`src/rtl/ones_count_ctrl_if.sv`:
```
// -----------------------------------------------------------------------------
// ones_count_ctrl_if
//
// Purpose:
//   Groups the request and control signals of the ones-count controller so
//   the requester and the controller share one bundle.
//
// Signals:
//   start          requester -> controller : request a scan of data_in
//   data_in[W-1:0] requester -> controller : word to scan, captured on accept
//   clear_counter  controller -> requester : clear the downstream bit counter
//   inc_counter    controller -> requester : increment the downstream counter
//   busy           controller -> requester : high whenever not idle
//   done           controller -> requester : one-cycle completion pulse
//
// Modports:
//   master : the requester / surrounding logic
//   slave  : the ones_count_ctrl instance
// -----------------------------------------------------------------------------
interface ones_count_ctrl_if #(
  parameter int unsigned WIDTH = 8
) ();

  logic             start;
  logic [WIDTH-1:0] data_in;
  logic             clear_counter;
  logic             inc_counter;
  logic             busy;
  logic             done;

  modport master (
    output start,
    output data_in,
    input  clear_counter,
    input  inc_counter,
    input  busy,
    input  done
  );

  modport slave (
    input  start,
    input  data_in,
    output clear_counter,
    output inc_counter,
    output busy,
    output done
  );

endinterface : ones_count_ctrl_if

```
`src/rtl/ones_count_ctrl.sv`:
```
// -----------------------------------------------------------------------------
// ones_count_ctrl
//
// Purpose:
//   Control FSM that counts the ones in a WIDTH-bit word by driving an
//   external 8-bit bit counter. A scan clears the counter for one cycle,
//   then shifts the captured word right once per cycle, pulsing inc_counter
//   whenever the bit leaving the bottom is a one, and finally pulses done
//   while the counter holds the popcount.
//
//   States: IDLE -> CLEAR (1 cycle) -> SHIFT (WIDTH cycles) -> DONE (1 cycle)
//
// Parameters:
//   WIDTH  bits per input word, legal range 2..255 (default 8)
//
// Ports:
//   clk    rising-edge clock for all state
//   reset  synchronous, active-high reset
//   bus    ones_count_ctrl_if.slave: start, data_in in;
//          clear_counter, inc_counter, busy, done out
//
// Build option:
//   ONES_COUNT_ZERO_SKIP_EN  when defined, SHIFT ends as soon as the
//   remaining shift register is all zeros, so DONE can arrive early. The
//   popcount delivered is unchanged; only DONE timing moves.
//
// All four outputs are flops loaded from the next-state decode, so they
// line up cycle-for-cycle with the state they describe.
// -----------------------------------------------------------------------------
module ones_count_ctrl #(
  parameter int unsigned WIDTH = 8
) (
  input  logic           clk,
  input  logic           reset,
  ones_count_ctrl_if.slave bus
);

  // Bit index counter is just wide enough to reach WIDTH-1.
  localparam int unsigned CNT_W = $clog2(WIDTH);
  localparam logic [CNT_W-1:0] LAST_CNT = CNT_W'(WIDTH - 1);
  localparam logic [CNT_W-1:0] CNT_ONE  = CNT_W'(1);

  typedef enum logic [1:0] {
    ST_IDLE  = 2'd0,
    ST_CLEAR = 2'd1,
    ST_SHIFT = 2'd2,
    ST_DONE  = 2'd3
  } state_e;

  state_e           state_q, state_d;
  logic [WIDTH-1:0] shreg_q, shreg_d;
  logic [CNT_W-1:0] bit_cnt_q, bit_cnt_d;

  logic             clear_counter_q, clear_counter_d;
  logic             inc_counter_q, inc_counter_d;
  logic             busy_q, busy_d;
  logic             done_q, done_d;

  logic             zero_skip;

  // Early-exit condition: only live when the zero-skip build option is on.
`ifdef ONES_COUNT_ZERO_SKIP_EN
  assign zero_skip = (shreg_q == '0);
`else
  assign zero_skip = 1'b0;
`endif

  // Next-state, shift register and bit index update.
  always_comb begin
    state_d   = state_q;
    shreg_d   = shreg_q;
    bit_cnt_d = bit_cnt_q;

    case (state_q)
      ST_IDLE: begin
        if (bus.start) begin
          state_d   = ST_CLEAR;
          shreg_d   = bus.data_in;
          bit_cnt_d = '0;
        end else begin
          state_d   = ST_IDLE;
        end
      end

      ST_CLEAR: begin
        state_d = ST_SHIFT;
      end

      ST_SHIFT: begin
        if (zero_skip) begin
          // Nothing left to count: finish now, register stays all zero.
          state_d = ST_DONE;
        end else if (bit_cnt_q == LAST_CNT) begin
          // Final bit: hold the index so it never wraps inside a scan.
          shreg_d = shreg_q >> 1;
          state_d = ST_DONE;
        end else begin
          shreg_d   = shreg_q >> 1;
          bit_cnt_d = bit_cnt_q + CNT_ONE;
          state_d   = ST_SHIFT;
        end
      end

      ST_DONE: begin
        state_d = ST_IDLE;
      end

      default: begin
        state_d   = ST_IDLE;
        shreg_d   = '0;
        bit_cnt_d = '0;
      end
    endcase
  end

  // Output decode from the state and shift register about to be loaded.
  always_comb begin
    clear_counter_d = 1'b0;
    inc_counter_d   = 1'b0;
    busy_d          = 1'b0;
    done_d          = 1'b0;

    case (state_d)
      ST_IDLE: begin
        busy_d = 1'b0;
      end

      ST_CLEAR: begin
        busy_d          = 1'b1;
        clear_counter_d = 1'b1;
      end

      ST_SHIFT: begin
        // Bit 0 of the register entering this SHIFT cycle is the bit counted.
        busy_d        = 1'b1;
        inc_counter_d = shreg_d[0];
      end

      ST_DONE: begin
        busy_d = 1'b1;
        done_d = 1'b1;
      end

      default: begin
        busy_d = 1'b0;
      end
    endcase
  end

  // State, datapath and registered outputs; reset wins over everything.
  always_ff @(posedge clk) begin
    if (reset) begin
      state_q         <= ST_IDLE;
      shreg_q         <= '0;
      bit_cnt_q       <= '0;
      clear_counter_q <= 1'b0;
      inc_counter_q   <= 1'b0;
      busy_q          <= 1'b0;
      done_q          <= 1'b0;
    end else begin
      state_q         <= state_d;
      shreg_q         <= shreg_d;
      bit_cnt_q       <= bit_cnt_d;
      clear_counter_q <= clear_counter_d;
      inc_counter_q   <= inc_counter_d;
      busy_q          <= busy_d;
      done_q          <= done_d;
    end
  end

  assign bus.clear_counter = clear_counter_q;
  assign bus.inc_counter   = inc_counter_q;
  assign bus.busy          = busy_q;
  assign bus.done          = done_q;

endmodule : ones_count_ctrl

```
`src/flat_wrapper.sv`:
```
// flat-port wrapper written by rule: the top's interface ports become plain ports
module ones_count_ctrl_flat 
#(
  parameter int unsigned WIDTH = 8
)
  (clk, reset, bus_start, bus_data_in, bus_clear_counter, bus_inc_counter, bus_busy, bus_done);
  ones_count_ctrl_if #(.WIDTH(WIDTH)) bus_i ();
  input  logic clk;
  input  logic reset;
  input wire logic [$bits(bus_i.start)-1:0] bus_start;
  input wire logic [$bits(bus_i.data_in)-1:0] bus_data_in;
  output wire logic [$bits(bus_i.clear_counter)-1:0] bus_clear_counter;
  output wire logic [$bits(bus_i.inc_counter)-1:0] bus_inc_counter;
  output wire logic [$bits(bus_i.busy)-1:0] bus_busy;
  output wire logic [$bits(bus_i.done)-1:0] bus_done;
  assign bus_i.start = bus_start;
  assign bus_i.data_in = bus_data_in;
  assign bus_clear_counter = bus_i.clear_counter;
  assign bus_inc_counter = bus_i.inc_counter;
  assign bus_busy = bus_i.busy;
  assign bus_done = bus_i.done;
  ones_count_ctrl #(.WIDTH(WIDTH)) u_core (.clk(clk), .reset(reset), .bus(bus_i));
endmodule
```
`config.mk`:
```
export PLATFORM = sky130hd
export DESIGN_NAME = ones_count_ctrl_flat
export DESIGN_NICKNAME = d
export VERILOG_FILES = /design/src/rtl/ones_count_ctrl_if.sv /design/src/rtl/ones_count_ctrl.sv /design/src/flat_wrapper.sv
export SDC_FILE = /design/constraint.sdc
export NUM_CORES = 1
export LEC_CHECK = 0
export BUFFER_PORTS_ARGS = -buffer_cell sky130_fd_sc_hd__buf_2
export CORE_ASPECT_RATIO = 0.8
export CORE_MARGIN = 8
export CORE_UTILIZATION = 30
export CTS_CLUSTER_DIAMETER = 60
export DETAILED_ROUTE_END_ITERATION = 16
export GPL_TIMING_DRIVEN = 0
export PLACE_DENSITY = 0.57
export SLEW_MARGIN = 20
export SYNTH_ARGS = -nofsm -noshare
export SYNTH_HDL_FRONTEND = slang
export SYNTH_SLANG_ARGS = --single-unit
```
`constraint.sdc`:
```
create_clock -name clk -period 3.8 [get_ports clk]
set_input_delay 0 -clock clk [delete_from_list [all_inputs] [get_ports clk]]
set_output_delay 0 -clock clk [all_outputs]
set_load 0.05 [all_outputs]
```
==> PnR_summary.wiki <==
{| class="wikitable"
! Metric !! Value
|-
| Total power || 0.000371 W
|-
| Fin util || 37.7%
|-
| Portion of synthesized cell area occupied by the leading cell type || 47.0%
|-
| Number of primary I/O pins || 15
|-
| Number of hold-slack violations in the final timing report || 0
|-
| Critical path class || reg -> reg
|-
| Mean Syn Cell Area || 9.17 um2
|-
| Cell area power density || 417 nW/um2
|-
| Number of max-cap violations || 0
|-
| Placed Cells || 119
|-
| Aggregate global-route resource usage || 8.26%
|-
| Setup skew after layout || 0.00422 ns
|-
| Signed area change from the synthesized netlist to the final layout || 22.8%
|-
| Overflow left after global routing || 0
|-
| Floorplan Core Area || 2360 um2
|-
| Footprint of the multi-input gates || 354 um2
|-
| Final setup viols || 0
|-
| Hold-fix buffers, CTS || 4
|-
| Fin Setup TNS || 0 ns
|-
| ANT cells || 0
|-
| Library cell occupying the most area in the post-synthesis netlist || sky130_fd_sc_hd__dfxtp_1
|-
| Leak pwr || 0.366 nW
|-
| Fmax || 0.570 GHz
|-
| Arr. time, crit path || 1.92 ns
|-
| Number of standard cells in the final layout excluding fillers || 127
|-
| Drc violations || 0
|-
| Crit-path leading delay family || buffers and inverters
|-
| Ranking of synthesized cells by area || sky130_fd_sc_hd__dfxtp_1 47%, sky130_fd_sc_hd__ha_1 6.9%, sky130_fd_sc_hd__a21oi_1 5.5%, sky130_fd_sc_hd__nand3_1 4.1%, sky130_fd_sc_hd__o21ai_0 4.1%
|-
| Cell-by-cell trace of the critical path || inv_1 > ha_1 > clkbuf_1 > nor2_1 > a221oi_1 > nor2_1
|-
| Ratio of cells with drive above 1 in the final layout || 20.0%
|-
| Clock-pin transition on the worst setup and hold timing paths || 0.09 ns
|-
| Dominant cell type by count on the critical path || sky130_fd_sc_hd__nor2_1
|-
| Wire length of the first global-routing pass || 2.75 mm
|-
| Drt wl/cell || 12.1 um
|-
| Slew headroom || 57.4%
|-
| Crit path time final || 1.76 ns
|-
| Post-Synthesis Cell Area || 724 um2
|-
| Post-cts repair resize count || 0
|-
| Crit path capture type || flop
|-
| Vias in the first global route || 629
|-
| Final Max Slew Viols || 0
|-
| Overall routed net length || 1.54 mm
|-
| First-iteration detailed-routing DRC count || 10
|-
| Port bufs || 13
|-
| Clock latency of the later-clocked register in the worst-skew pair || 0.29 ns
|-
| Largest stage delay on the critical path || 0.41 ns
|-
| Flip-flop and latch count after synthesis || 17
|-
| Detailed-routing iteration count for the pre-antenna-repair pass || 4
|-
| Synthesized netlist cell count || 79
|-
| Vertical die dimension || 60.0 um
|-
| Effective utilization at floorplan || 30.7%
|-
| Clock tree from TritonCTS || built
|-
| Yosys warning count || 0
|-
| Net count of the mapped netlist || 94
|-
| Maximum root-to-sink buffer count || 2
|-
| Num Clock Sinks || 17
|-
| Estimated wirelength of the detail-placed design || 1.12 mm
|-
| Number of clock buffers inserted by TritonCTS || 3
|-
| Kind of launch point of the worst setup path || flop
|-
| Via count || 631
|-
| Via-to-Cell Ratio || 4.97
|-
| Worst Path Required || 3.97 ns
|-
| Result of the run || finished clean
|-
| Top fanout value on the critical path || 10
|-
| Buffering stage count on the worst path with inverters included || 2
|-
| Postcts setup bufs || 0
|-
| Final-layout worst hold slack || 0.0487 ns
|-
| CTS H-Tree Depth || 1
|-
| RSZ-0062 raised after global routing || no
|-
| Number of nets in the layout || 116
|-
| Worst supply voltage drop on vdd || 157 uV
|-
| Post-route ant nets || 0
|-
| Pin count of the biggest net entering global routing || 11
|-
| Root cell of the clock tree || sky130_fd_sc_hd__clkbuf_4
|-
| RD Place Congestion || 0.735
|-
| Num rows || 16
|-
| Horizontal die dimension || 70.9 um
|-
| Portion of the clock cycle consumed by the worst path in the final layout || 46.2%
|-
| Worst slew pin tran || 0.622 ns
|-
| DIE AREA || 4250 um2
|-
| Antenna violations before repair || 0
|-
| Worst-path cell with the longest stage delay || sky130_fd_sc_hd__a221oi_1
|-
| Number of inserted filler cells in the final layout || 256
|-
| Footprint of the flip-flops and latches || 340 um2
|-
| Flop-to-flop setup slack || 2.04 ns
|-
| Class of the tightest hold or removal check || in -> reg
|-
| Number of library cell types mapped by synthesis || 22
|-
| Seq/Total Area, Yosys || 47.0%
|}
area by class of cell:
cell class	instances	share of cell area (%)
multi-input combinational	55	39.8
sequential	17	38.3
timing repair buffer	17	11.8
tap	27	3.80
clock buffer	4	2.95
buffer	4	2.11
inverter	3	1.27
power breakdown:
| part | internal (W) | total (W) | leakage [nW] | switching [W] |
|---|---|---|---|---|
| combinational | 0.0000301 | 0.0000796 | 0.212 | 0.0000495 |
| clock | 0.0000408 | 0.0000938 | 0.0150 | 0.0000530 |
| sequential | 0.000192 | 0.000198 | 0.139 | 0.00000585 |
worst register-to-register path, cell delays in order (launching register included):
cell	delay (ns)
sky130_fd_sc_hd__dfxtp_1	0.31
sky130_fd_sc_hd__inv_1	0.07
sky130_fd_sc_hd__ha_1	0.23
sky130_fd_sc_hd__clkbuf_1	0.35
sky130_fd_sc_hd__nor2_1	0.17
sky130_fd_sc_hd__a221oi_1	0.41
sky130_fd_sc_hd__nor2_1	0.09
cell usage in the layout, fill, tap and decap left out, types with 3 or more instances in the layout:
cell                            count
sky130_fd_sc_hd__a211oi_1           3
sky130_fd_sc_hd__a21oi_1            8
sky130_fd_sc_hd__nand3_1            6
sky130_fd_sc_hd__and2_1             3
sky130_fd_sc_hd__o21ai_0            6
sky130_fd_sc_hd__nand2_1            3
sky130_fd_sc_hd__inv_1              3
sky130_fd_sc_hd__ha_1               4
sky130_fd_sc_hd__dlygate4sd3_1      4
sky130_fd_sc_hd__dfxtp_1           17
sky130_fd_sc_hd__clkbuf_1           4
sky130_fd_sc_hd__nor2_1             7
sky130_fd_sc_hd__buf_2             13
sky130_fd_sc_hd__clkbuf_4           3
state kept, by name (all words and copies together) (netlist names):
register,flops
u_core.bus.inc_counter,1
u_core.shreg_q,8
u_core.bus.busy,1
u_core.bus.clear_counter,1
u_core.bit_cnt_q,3
u_core.state_q,2
u_core.bus.done,1
through the flow:
| stage | setup WS (ns) | instance area (um2) |
|---|---|---|
| final | 2.04 | 890 |
| after global routing | 1.84 | 890 |
| after CTS | 2.03 | 890 |
| after detailed placement | 2.05 | 823 |
| after global placement | 2.11 | 823 |
| after floorplan | 2.33 | 724 |
layer usage:
layer / vias up / routed length (um) / GRT usage, %
met5: - / 0 / 0
met4: 0 / 10 / 6.19
met3: 2 / 66 / 2.18
met2: 14 / 680 / 12.0
met1: 291 / 786 / 10.3
li1: 324 / - / -
synthesized netlist by cell type:
master                     number
sky130_fd_sc_hd__nand3_1        6
sky130_fd_sc_hd__a31oi_1        2
sky130_fd_sc_hd__and2_1         3
sky130_fd_sc_hd__mux2_2         2
sky130_fd_sc_hd__dfxtp_1       17
sky130_fd_sc_hd__a32oi_1        2
sky130_fd_sc_hd__or4b_1         1
sky130_fd_sc_hd__mux2i_1        1
sky130_fd_sc_hd__clkbuf_1       3
sky130_fd_sc_hd__inv_1          3
sky130_fd_sc_hd__a221oi_1       1
sky130_fd_sc_hd__o21ai_0        6
sky130_fd_sc_hd__a21oi_1        8
sky130_fd_sc_hd__or2_2          1
sky130_fd_sc_hd__nand4b_1       2
sky130_fd_sc_hd__nor2_1         7
sky130_fd_sc_hd__nor2b_1        2
sky130_fd_sc_hd__ha_1           4
sky130_fd_sc_hd__a211oi_1       3
sky130_fd_sc_hd__nand2_1        3
sky130_fd_sc_hd__nand3b_1       1
sky130_fd_sc_hd__buf_4          1
kinds of logic after synthesis:
family / Yosys count / share of synthesized area (%)
muxes: 3 / 4.49
and+or+nand+nor: 26 / 19.3
AOI/OAI and AO/OA: 22 / 18.1
DFF: 17 / 47.0
adders and majority gates: 4 / 6.91
buffers and inverters: 7 / 4.15
final timing paths:
check / start / to / cells past startpoint
min: bus_data_in[1] / u_core.shreg_q[1]$_SDFFE_PP0P_ / 3
max: u_core.state_q[0]$_SDFF_PP0_ / u_core.bus.inc_counter$_SDFF_PP0_ / 6
min reg2reg: u_core.shreg_q[3]$_SDFFE_PP0P_ / u_core.shreg_q[2]$_SDFFE_PP0P_ / 2
max reg2reg: u_core.state_q[0]$_SDFF_PP0_ / u_core.bus.inc_counter$_SDFF_PP0_ / 6
(Power assumes the default switching activity.)
